**config.mk**
```make
export PLATFORM = sky130hd
export DESIGN_NAME = gnn_mac_sched
export DESIGN_NICKNAME = d
export VERILOG_FILES = /design/src/rtl/gnn_mac_sched.sv
export SDC_FILE = /design/constraint.sdc
export NUM_CORES = 1
export LEC_CHECK = 0
export CORE_UTILIZATION = 55
export CTS_BUF_LIST = sky130_fd_sc_hd__clkbuf_4 sky130_fd_sc_hd__clkbuf_8
export CTS_CLUSTER_SIZE = 30
export DETAILED_ROUTE_END_ITERATION = 7
export GPL_TIMING_DRIVEN = 0
export PLACE_DENSITY = 0.84
export SLEW_MARGIN = 40
export SYNTH_ARGS = -nofsm -noshare
export SYNTH_HDL_FRONTEND = slang
export SYNTH_SLANG_ARGS = --single-unit
export TNS_END_PERCENT = 100
```
**constraint.sdc**
```tcl
create_clock -name clk -period 8.3 [get_ports clk]
set_input_delay 1.66 -clock clk [delete_from_list [all_inputs] [get_ports clk]]
set_output_delay 1.66 -clock clk [all_outputs]
set_load 0.01 [all_outputs]
```
**src/rtl/gnn_mac_sched.sv**
```systemverilog
// Purpose : one dense GNN layer H[n][j] = sum_i X[n][i]*W[i][j] on a single shared signed MAC.
// Latency : first result FEAT edges after capture; one result every FEAT+1 cycles with res_ready=1.
// Backpressure: a pending result is held stable and the MAC stalls until res_ready; abort flushes to IDLE.
//
// Ports:
//   clk, rst_n             clock (rising edge), async active-low reset
//   in_valid / in_ready    operand capture handshake (ready only in IDLE)
//   x_flat, w_flat         packed signed X[n][i] and W[i][j] operand matrices
//   abort                  synchronous flush of a running layer
//   res_valid / res_ready  result handshake; res_data/res_node/res_col/res_last describe the element
//   busy, done             running flag, one-cycle pulse after the final element is accepted
module gnn_mac_sched #(
   parameter int NODES = 4,
   parameter int FEAT  = 4,
   parameter int OUTF  = 4,
   parameter int DW    = 5,
   parameter int ACC_W = 12
) (
   input  logic                      clk,
   input  logic                      rst_n,
   input  logic                      in_valid,
   output logic                      in_ready,
   input  logic [NODES*FEAT*DW-1:0]  x_flat,
   input  logic [FEAT*OUTF*DW-1:0]   w_flat,
   input  logic                      abort,
   output logic                      res_valid,
   input  logic                      res_ready,
   output logic [ACC_W-1:0]          res_data,
   output logic [$clog2(NODES)-1:0]  res_node,
   output logic [$clog2(OUTF)-1:0]   res_col,
   output logic                      res_last,
   output logic                      busy,
   output logic                      done
);

   localparam int NW = $clog2(NODES);
   localparam int JW = $clog2(OUTF);
   localparam int IW = $clog2(FEAT);
   localparam logic [NW-1:0] N_LAST = NW'(NODES-1);
   localparam logic [JW-1:0] J_LAST = JW'(OUTF-1);
   localparam logic [IW-1:0] I_LAST = IW'(FEAT-1);

   typedef enum logic [1:0] {IDLE, MAC, EMIT} state_t;

   state_t                   r_state;
   logic [NODES*FEAT*DW-1:0] r_x;
   logic [FEAT*OUTF*DW-1:0]  r_w;
   logic [NW-1:0]            r_n;
   logic [JW-1:0]            r_j;
   logic [IW-1:0]            r_i;
   logic [ACC_W-1:0]         r_acc;
   logic                     r_res_valid;
   logic [ACC_W-1:0]         r_res_data;
   logic [NW-1:0]            r_res_node;
   logic [JW-1:0]            r_res_col;
   logic                     r_res_last;
   logic                     r_done;

   // Unpacked views of the captured operands so the MAC can index by counters.
   logic [DW-1:0] w_x [NODES][FEAT];
   logic [DW-1:0] w_w [FEAT][OUTF];

   for (genvar gn = 0; gn < NODES; gn++) begin : g_xn
      for (genvar gi = 0; gi < FEAT; gi++) begin : g_xi
         assign w_x[gn][gi] = r_x[(gn*FEAT+gi)*DW +: DW];
      end
   end
   for (genvar gi = 0; gi < FEAT; gi++) begin : g_wi
      for (genvar gj = 0; gj < OUTF; gj++) begin : g_wj
         assign w_w[gi][gj] = r_w[(gi*OUTF+gj)*DW +: DW];
      end
   end

   logic [DW-1:0]    w_xs;
   logic [DW-1:0]    w_ws;
   logic [2*DW-1:0]  w_prod;
   logic [ACC_W-1:0] w_sum;

   assign w_xs = w_x[r_n][r_i];
   assign w_ws = w_w[r_i][r_j];
   // Both operands sign-extended to 2*DW first: the low 2*DW bits of the
   // unsigned product are then the exact two's-complement signed product.
   assign w_prod = {{DW{w_xs[DW-1]}}, w_xs} * {{DW{w_ws[DW-1]}}, w_ws};
   assign w_sum  = r_acc + {{(ACC_W-2*DW){w_prod[2*DW-1]}}, w_prod};

   always_ff @(posedge clk or negedge rst_n) begin
      if (!rst_n) begin
         r_state     <= IDLE;
         r_x         <= '0;
         r_w         <= '0;
         r_n         <= '0;
         r_j         <= '0;
         r_i         <= '0;
         r_acc       <= '0;
         r_res_valid <= 1'b0;
         r_res_data  <= '0;
         r_res_node  <= '0;
         r_res_col   <= '0;
         r_res_last  <= 1'b0;
         r_done      <= 1'b0;
      end else begin
         r_done <= 1'b0;
         case (r_state)
            IDLE: begin
               // abort has no meaning here and must not block a capture.
               if (in_valid) begin
                  r_x     <= x_flat;
                  r_w     <= w_flat;
                  r_n     <= '0;
                  r_j     <= '0;
                  r_i     <= '0;
                  r_acc   <= '0;
                  r_state <= MAC;
               end
            end
            MAC: begin
               if (abort) begin
                  r_state     <= IDLE;
                  r_res_valid <= 1'b0;
                  r_res_last  <= 1'b0;
                  r_acc       <= '0;
                  r_i         <= '0;
               end else if (r_i == I_LAST) begin
                  r_acc       <= w_sum;
                  r_res_data  <= w_sum;
                  r_res_node  <= r_n;
                  r_res_col   <= r_j;
                  r_res_last  <= (r_n == N_LAST) && (r_j == J_LAST);
                  r_res_valid <= 1'b1;
                  r_state     <= EMIT;
               end else begin
                  r_acc <= w_sum;
                  r_i   <= r_i + IW'(1);
               end
            end
            EMIT: begin
               // abort wins over a coincident handshake.
               if (abort) begin
                  r_state     <= IDLE;
                  r_res_valid <= 1'b0;
                  r_res_last  <= 1'b0;
                  r_acc       <= '0;
                  r_i         <= '0;
               end else if (res_ready) begin
                  r_res_valid <= 1'b0;
                  r_acc       <= '0;
                  r_i         <= '0;
                  if (r_res_last) begin
                     r_done  <= 1'b1;
                     r_state <= IDLE;
                  end else begin
                     if (r_j == J_LAST) begin
                        r_j <= '0;
                        r_n <= r_n + NW'(1);
                     end else begin
                        r_j <= r_j + JW'(1);
                     end
                     r_state <= MAC;
                  end
               end
            end
            default: r_state <= IDLE;
         endcase
      end
   end

   assign in_ready  = (r_state == IDLE);
   assign busy      = (r_state != IDLE);
   assign res_valid = r_res_valid;
   assign res_data  = r_res_data;
   assign res_node  = r_res_node;
   assign res_col   = r_res_col;
   assign res_last  = r_res_last;
   assign done      = r_done;

endmodule

```
# Yosys cells after proc, flatten, opt, wreduce, memory -nomap -nowiden
# Cells that the tools add are included.
# word_totals
wordCells	107
reg_bits	199
output_inout_bits	21
# op_classes
mul	1
n_bitwise	4
order_cmp	3
eq_ne	14
addsub	4
muxes	53
reduce_logical	15
# ops
op	n
binary-select mux 20 bit (select 2 bit)	2
2-to-1 mux 20 bit	4
2-to-1 mux 12 bit	4
2-to-1 mux 2 bit	18
one-hot mux 12 bit (3 select lines)	1
binary-select mux 5 bit (select 2 bit)	2
2-to-1 mux 5 bit	4
AND reduction 3 bit	5
adder 12 bit	1
2-to-1 mux 1 bit	12
inequality test 2 bit (second input constant)	6
one-hot mux 2 bit (3 select lines)	2
multiplier 5 x 5 -> 10 bit	1
>= comparator 3 bit (second input constant)	3
inequality test 3 bit (second input constant)	3
inverter 2 -> 3 bit	3
== test 2 bit (second input constant)	4
one-hot mux 2 bit (2 select lines)	2
adder 2 x 1 -> 2 bit (second input constant)	3
AND reduction 6 bit	1
nonzero test 2 bit	3
AND reduction 5 bit	1
one-hot mux 1 bit (2 select lines)	2
AND reduction 4 bit	1
other kinds (6)	6

# Logic depth before layout (Yosys ltp)
# depth
ltp_word	11
depth_mapped	24
mapped_depth_nobuf	22

# Worst setup path after synthesis
# OpenSTA, ideal clock, no wires.
# synth_path
path_kind	flip-flop to flip-flop
from	register r_i[0]
to	register r_acc[11]
period_less_slack_ns	6.018
path_stages_with_launch	23
path_buffers	2
setup_slack_ns	2.282
required_time_ns	8.221
arrival_time_ns	5.938
cell_sequence	dfrtp_1 -> buf_2 -> buf_6 -> mux4_2 -> mux4_2 -> and2_1 -> fa_1 -> inv_1 -> fa_1 -> fa_1 -> inv_1 -> fa_1 -> a211oi_1 -> o21bai_1 -> a21oi_1 -> xnor2_1 -> ha_1 -> or3_1 -> o21ai_0 -> a31oi_1 -> xor2_1 -> o21ba_2 -> mux2i_1
# synth_via
elab_chain_cells	11
# synth_rtl
item	line	source
start, declared	50	logic [IW-1:0] r_i;
start signal, assigned	133	r_i <= r_i + IW'(1);
inverter 2 -> 3 bit (implied by the code) (*)	79, 80	
binary-select mux 20 bit (select 2 bit)	80	assign w_ws = w_w[r_i][r_j];
2-to-1 mux 20 bit (implied by the code) (2 in a row)	80	
binary-select mux 5 bit (select 2 bit)	80	
2-to-1 mux 5 bit (implied by the code) (2 in a row)	80	
multiplier 5 x 5 -> 10 bit (*)	83	assign w_prod = {{DW{w_xs[DW-1]}}, w_xs} * {{DW{w_ws[DW-1]}}, w_ws};
adder 12 bit (*)	84	assign w_sum = r_acc + {{(ACC_W-2*DW){w_prod[2*DW-1]}}, w_prod};
2-to-1 mux 12 bit (*)	117	if (abort) begin
one-hot mux 12 bit (3 select lines) (*)	103	case (r_state)
end signal, assigned	124	r_acc <= w_sum;
end signal, assigned	132	r_acc <= w_sum;
end, declared	51	logic [ACC_W-1:0] r_acc;
# Every way passes the cells marked *; elsewhere a longest branch is shown, timed or not. The select of a mux whose other input is x is not followed.
# A chain may end at the register's enable or synchronous reset.

# Final worst setup path
# layout_path
from	register r_i[1]
to	register r_res_data[11], in the netlist res_data[11]
# layout_via
elab_chain_cells	9
# layout_rtl
item	line	source
inverter 2 -> 3 bit (implied by the code)	79, 80	
binary-select mux 20 bit (select 2 bit)	80	
2-to-1 mux 20 bit (implied by the code) (2 in a row)	80	
binary-select mux 5 bit (select 2 bit)	80	
2-to-1 mux 5 bit (implied by the code) (2 in a row)	80	
multiplier 5 x 5 -> 10 bit	83	
adder 12 bit	84	
end signal, assigned	125	r_res_data <= w_sum;
end, declared	53	logic [ACC_W-1:0] r_res_data;
# Several ways; a longest one is shown, not always the timed one. The select of a mux whose other input is x is not followed.

==> metrics.cfg <==
[yosys]
ys_top_cells_by_count = nand2_1, dfrtp_1, clkbuf_1
synth_ff_type = dfrtp_1
yosysWarnings = 0
syn_area_per_cell_um2 = 9.63
synth_most_common_cell = nand2_1
ys_seq_elements = 199
synthArstFlopShare_pct = 100
syn_area_um2 = 10200
synthTopCellsByArea = dfrtp_1, nand2_1, mux4_2
synth_edf_count = 0
ys_seq_area_share_pct = 48.7
synth_area_leader_cell = dfrtp_1
synth_nets = 1274
yosysTopAreaCellShare_pct = 48.7
synth_cells = 1061
synth_cell_types = 45

[sta]
fin_skew_ps = 23.1
slew_headroom_pct = 45.3
fmax_mhz = 143
drv_slew = 0
finalHoldViolCount = 0
setup_viol = 0
hold-worst-slack_ps = 478
period_minus_slack_ps = 6980
rsz0062_at_grt = false
max_slew.worst_pin.slew_ps = 812
timing.final.crit_share_pct = 84.1

[setup_path]
crit_path_top_delay_cell = clkbuf_1
critPathBufInv = 4
path_cells = buf_2 > clkbuf_1 > mux4_2 > mux2i_1 > nand2_1 > o21ai_0 > inv_1 > nand2b_1 > fa_1 > fa_1 > fa_1 > inv_1 > fa_1 > a211oi_1 > o21bai_1 > a21oi_1 > xnor2_1 > ha_1 > or3_1 > o21ai_0 > a31oi_1 > xor2_1 > xnor2_1 > o21ai_0
cp_max_fo = 10
crit_path_start_kind = flop
critPathCaptureType = flop
cp.required_ps = 8670
cp.arrival_ps = 7350
cpPeakStageDelay_ps = 540
crit_top_cell = fa_1
path_class = flop to flop
crit_family = adder cells

[die]
rows = 49
initial_core_util_pct = 56.5
fp.dieW_um = 138
io_pins = 186
dieHeight_um = 138
core_area_um2 = 18100
dieArea_um2 = 19100

[clock_network]
clock_latency_ps = 500
cts_inserted_buffers = 17
clk_pin_slew_ps = 100
cts_resized = 0
cts_setup_buffers = 0
htree_levels = 4
cts_hold_buf = 0
cts_tree = done
clockRootBuffer = clkbuf_8
cts_sinks = 199
clock_path_buffers = 2

[final_layout]
fin_cells = 1508
fin_util_pct = 70.9
syn_to_final_growth_pct = 25.6
fin_nets = 1479
drive_gt1_share_pct = 6.88
num_antenna_cells = 0

[routing]
routed_wl_mm = 27.4
drcViolationCount = 10
dr.first_iter.drc_count = 700
ant_nets = 0
via_count = 8411
detail_route.wl_per_cell_um = 18.2
dr.pass1.iters = 7
routed_via_density = 5.58

[place]
dp_hpwl_mm = 20.3
portBuffers = 184
gp_congestion = 0.857
placed_cells = 1476

[run_status]
outcome = complete, but fails checks
violations = DRC

[power]
powerDensity_nw_per_um2 = 360
ir_drop_mv = 0.288
p_leak_nw = 6.27
finalPower_w = 0.00462

[flow_run]
maxCapViolations = 0

[global_routing]
gr-total-overflow = 0
grt_max_degree = 76
grt_usage_pct = 30.0
grt_first_pass_wirelength_mm = 44.0
antenna_found_initial = 0
grt_pass1_vias = 8625

[worst_hold_path]
hold_class = flop to flop

==> registers in the layout (all words and copies together) (netlist names), 12 cells and up <==
name      flops
res_data     12
r_acc        12
r_x          80
r_w          80
==> worst register-to-register path, cell delays in order, from the launching register on <==
cell,delay (ps)
dfrtp_1,370
buf_2,250
clkbuf_1,540
mux4_2,420
mux2i_1,250
nand2_1,90
o21ai_0,340
inv_1,190
nand2b_1,150
fa_1,430
fa_1,530
fa_1,540
inv_1,70
fa_1,480
a211oi_1,260
o21bai_1,100
a21oi_1,180
xnor2_1,280
ha_1,340
or3_1,320
o21ai_0,100
a31oi_1,80
xor2_1,330
xnor2_1,160
o21ai_0,90
==> cell families (layout without fill, tap and decap cells) <==
kind of cell	after synthesis	count (layout)	share of synthesized area, %
buffers and inverters	88	306	3.65
flip-flops	199	199	48.7
XOR/XNOR	20	20	1.71
multiplexers	57	57	12.0
AND/OR/NAND/NOR	583	583	22.4
adder cells (fa/ha/maj)	48	48	7.20
AO/OA/AOI/OAI	66	66	4.29
==> report_power, final <==
| part | switching [W] | internal [W] |
|---|---|---|
| Sequential | 0.000142 | 0.00123 |
| Combinational | 0.00145 | 0.00113 |
| Clock | 0.000383 | 0.000286 |
| Total | 0.00198 | 0.00264 |
==> layer usage <==
metal	GRT usage, %	share of wire [%]
met5	0	0
met4	11.8	3.0
met3	5.51	6.9
met2	50.3	49
met1	39.2	41
==> final cells by class <==
| type | instances | area (µm²) |
|---|---|---|
| inverters | 34 | 128 |
| flip-flops and latches | 199 | 4980 |
| fillers | 1344 | 5260 |
| clock buffers | 18 | 241 |
| repair buffers | 186 | 1900 |
| multi-input cells | 774 | 4860 |
| clock inverters | 14 | 183 |
| plain buffers | 54 | 245 |
| well taps | 229 | 287 |
==> through the flow <==
stage               cell area (µm²)  setup slack [ps]  TNS, ps
finish                        12800              1320        0
global route                  12800               972        0
CTS                           12800              1360        0
detailed placement            12400              1390        0
global placement              12300             -2610  -514930
floorplan                     10200              2280        0
==> cell usage in the layout (no fill, tap or decap), types with 3 or more instances in the layout <==
cell type        instances
mux4_1                  11
xor2_1                   4
nand3_1                  3
clkdlybuf4s50_1        183
clkbuf_1                44
buf_6                    3
buf_2                    3
ha_1                    30
nand2_1                532
nor2_1                  14
o31ai_1                  4
inv_1                   34
buf_1                    3
dfrtp_1                199
and2_1                  18
a21o_1                   4
nand2b_1                 6
mux2i_1                  3
mux4_2                  38
mux2_2                   5
a22o_1                   9
inv_8                    3
o21ai_0                 19
clkbuf_8                17
fa_1                    18
a21oi_1                 12
xnor2_1                 16
nor2b_1                  3
o21bai_1                 3
inv_6                    4
==> worst paths after layout <==
check | cells after the start | endpoint | from | slack [ps]
max | 24 | res_data[11]$_DFFE_PN0P_ | r_i[1]$_DFFE_PN0P_ | 1320
min | 2 | r_x[61]$_DFFE_PN0P_ | r_x[61]$_DFFE_PN0P_ | 480
max reg2reg | 24 | res_data[11]$_DFFE_PN0P_ | r_i[1]$_DFFE_PN0P_ | 1320
min reg2reg | 2 | r_x[61]$_DFFE_PN0P_ | r_x[61]$_DFFE_PN0P_ | 480
max in group asynchronous | 3 | r_x[24]$_DFFE_PN0P_ | rst_n | 6140
min in group asynchronous | 1 | res_data[9]$_DFFE_PN0P_ | rst_n | 1100
(Power assumes the default switching activity.)
==> patch, RTL diff (same settings) <==
Make the reset (`rst_n`) synchronous in one clocked block. Comments in the files are not updated.
--- a/src/rtl/gnn_mac_sched.sv
+++ b/src/rtl/gnn_mac_sched.sv
@@ -83,7 +83,7 @@
    assign w_prod = {{DW{w_xs[DW-1]}}, w_xs} * {{DW{w_ws[DW-1]}}, w_ws};
    assign w_sum  = r_acc + {{(ACC_W-2*DW){w_prod[2*DW-1]}}, w_prod};
 
-   always_ff @(posedge clk or negedge rst_n) begin
+   always_ff @(posedge clk) begin
       if (!rst_n) begin
          r_state     <= IDLE;
          r_x         <= '0;
Formal check against the unedited RTL: differs if rst_n is asserted again (counterexample within 4 cycles, from zero or initial values and one cycle with rst_n low); with rst_n held inactive, the same outputs for 4 cycles.
==> patch against the original RTL <==
Routed wire length fell by 0.64%. Critical path type unchanged. Global-route usage rose by 1.1 points. Count of clock-buffer cells in the layout rose by 1. Synthesized area fell by 6.2%. Worst setup slack improved by 150 ps. Largest cell class is now multi-input gates. Final area fell by 5.3%. Cell count rose by 2.4%. Maximum frequency rose by 2.2%. Sequential cell count did not move.
Power is not compared: it rests on default switching activity, and its combinational part moved more than twofold at a synthesized area within 25%.
==> patch: results (changes against the original RTL) <==
GRT:
- The global routing usage on met2 was 51.2% (+0.88 points).
- The global-route usage over all layers is 31.2% (+1.1 points).
- The largest net degree at the start of global routing is 17 (-78%).
- The global-route wire length before repair is 42.8 mm (-2.8%).
- The met3 track demand over resource is 6.42% (+0.92 points).
- The number of global-route vias before repair is 8564 (-0.71%).
- The met1 global-route usage is 39.7% (+0.42 points).

Synthesis:
- The post-synthesis instance total is 1110 (+4.6%).
- By area the synthesized netlist is led by dfxtp_1 (42%), nand2_1 (14%), a21oi_1 (9.9%), mux4_2 (9.4%), ha_1 (3.9%).
- The portion of netlist area occupied by mux cells is 12.2% (+0.14 points).
- The fraction of synthesized cell area in xor and xnor cells came to 1.74% (+0.022 points).
- In the synthesized netlist the dominant register cell turns out to be dfxtp_1.
- In the synthesized netlist, the cells that appear most often are nand2_1 (356), dfxtp_1 (199), a21oi_1 (190), clkbuf_1 (60), mux4_2 (40).
- The number of distinct library cells after synthesis is 47 (+4.4%).
- The sequential cell area fraction in the yosys report is 41.6% (-7.2 points).
- The synthesized netlist net count came to 1323 (+3.8%).
- The area fraction in compound gates after synthesis is 13.8% (+9.5 points).

Setup path:
- The setup slack of the worst register-to-register path is 1470 ps (+150 ps).
- The biggest cell delay along the critical path came to 560 ps (+20 ps).
- The cell type of the slowest stage on the worst timing path is mux4_2.
- The number of cells on the worst reg-to-reg path is 23 (-4.2%).
- The launching instance or port of the critical path is r_i[1]$_SDFFE_PN0P_.
- The most critical setup path has its endpoint at r_acc[11]$_SDFFE_PN0P_.

Detailed routing:
- The routed wire length on met2 is 13.1 mm (-2.9%).
- The routed length per placed instance was 17.7 um (-3.0%).
- The first-pass detailed-route iteration total was 5 (-2).
- The routed length on met3 was 2.41 mm (+27%).

Placement:
- The area after detailed placement is 11700 um^2 (-5.7%).
- The worst slack at placement was 1580 ps (+188 ps).
- The detailed placer's ending HPWL came to 20.7 mm (+2.0%).

Run status:
- The run finished with clean final reports.

Clock network:
- Clock-pin slew was measured on the worst setup and hold paths at around 90 ps.
- The clock latency at the later pin of the worst-skew pair came to 480 ps (-20 ps).

Worst hold path:
- In this run the most critical hold path is launched from r_w[56]$_SDFFE_PN0P_.
- The worst min-delay path endpoint is r_w[56]$_SDFFE_PN0P_.

Timing:
- The slew at the pin closest to its max-slew limit was 782 ps (-29.8 ps).
- The clock tree skew after final layout is 12.3 ps (-10.8 ps).
- The minimum period implied by the final worst setup slack is 6830 ps (-153 ps).

Cells and area:
- The fill cell total of the finished layout came to 1269 (-5.6%).
- The fraction of final layout cells sized beyond drive strength 1 is 6.50% (-0.38 points).
- The non-filler instance count after layout was 1544 (+2.4%).
==> patch: cell count changes in the layout (fill, tap and decap cells not counted), moves of 8 or more <==
cell      delta
a21oi_1    +178
a22o_1       -8
clkbuf_1    +16
dfrtp_1    -199
dfxtp_1    +199
nand2_1    -176
nor2_1      +16
==> patch: area by class of cell <==
class | instances | area [um^2] | area share (%)
Timing Repair Buffer | 184 | 1840 | 15.2
Clock inverter | 11 | 196 | 1.62
Clock buffer | 19 | 255 | 2.10
Inverter | 33 | 124 | 1.02
Multi-Input combinational cell | 799 | 5140 | 42.3
Tap cell | 220 | 275 | 2.26
Buffer | 79 | 340 | 2.80
Sequential cell | 199 | 3980 | 32.8
==> patch: power by group <==
| part | switching, mW | internal, mW | leakage, nW |
|---|---|---|---|
| logic | 0.171 | 0.154 | 2.75 |
| clock network | 0.343 | 0.369 | 0.227 |
| registers | 0.0266 | 1.00 | 1.63 |
==> patch: worst min-delay path: stages, from the launching register on <==
cell and delay [ps]:
dfxtp_1 320, nand2_1 50, a21oi_1 50
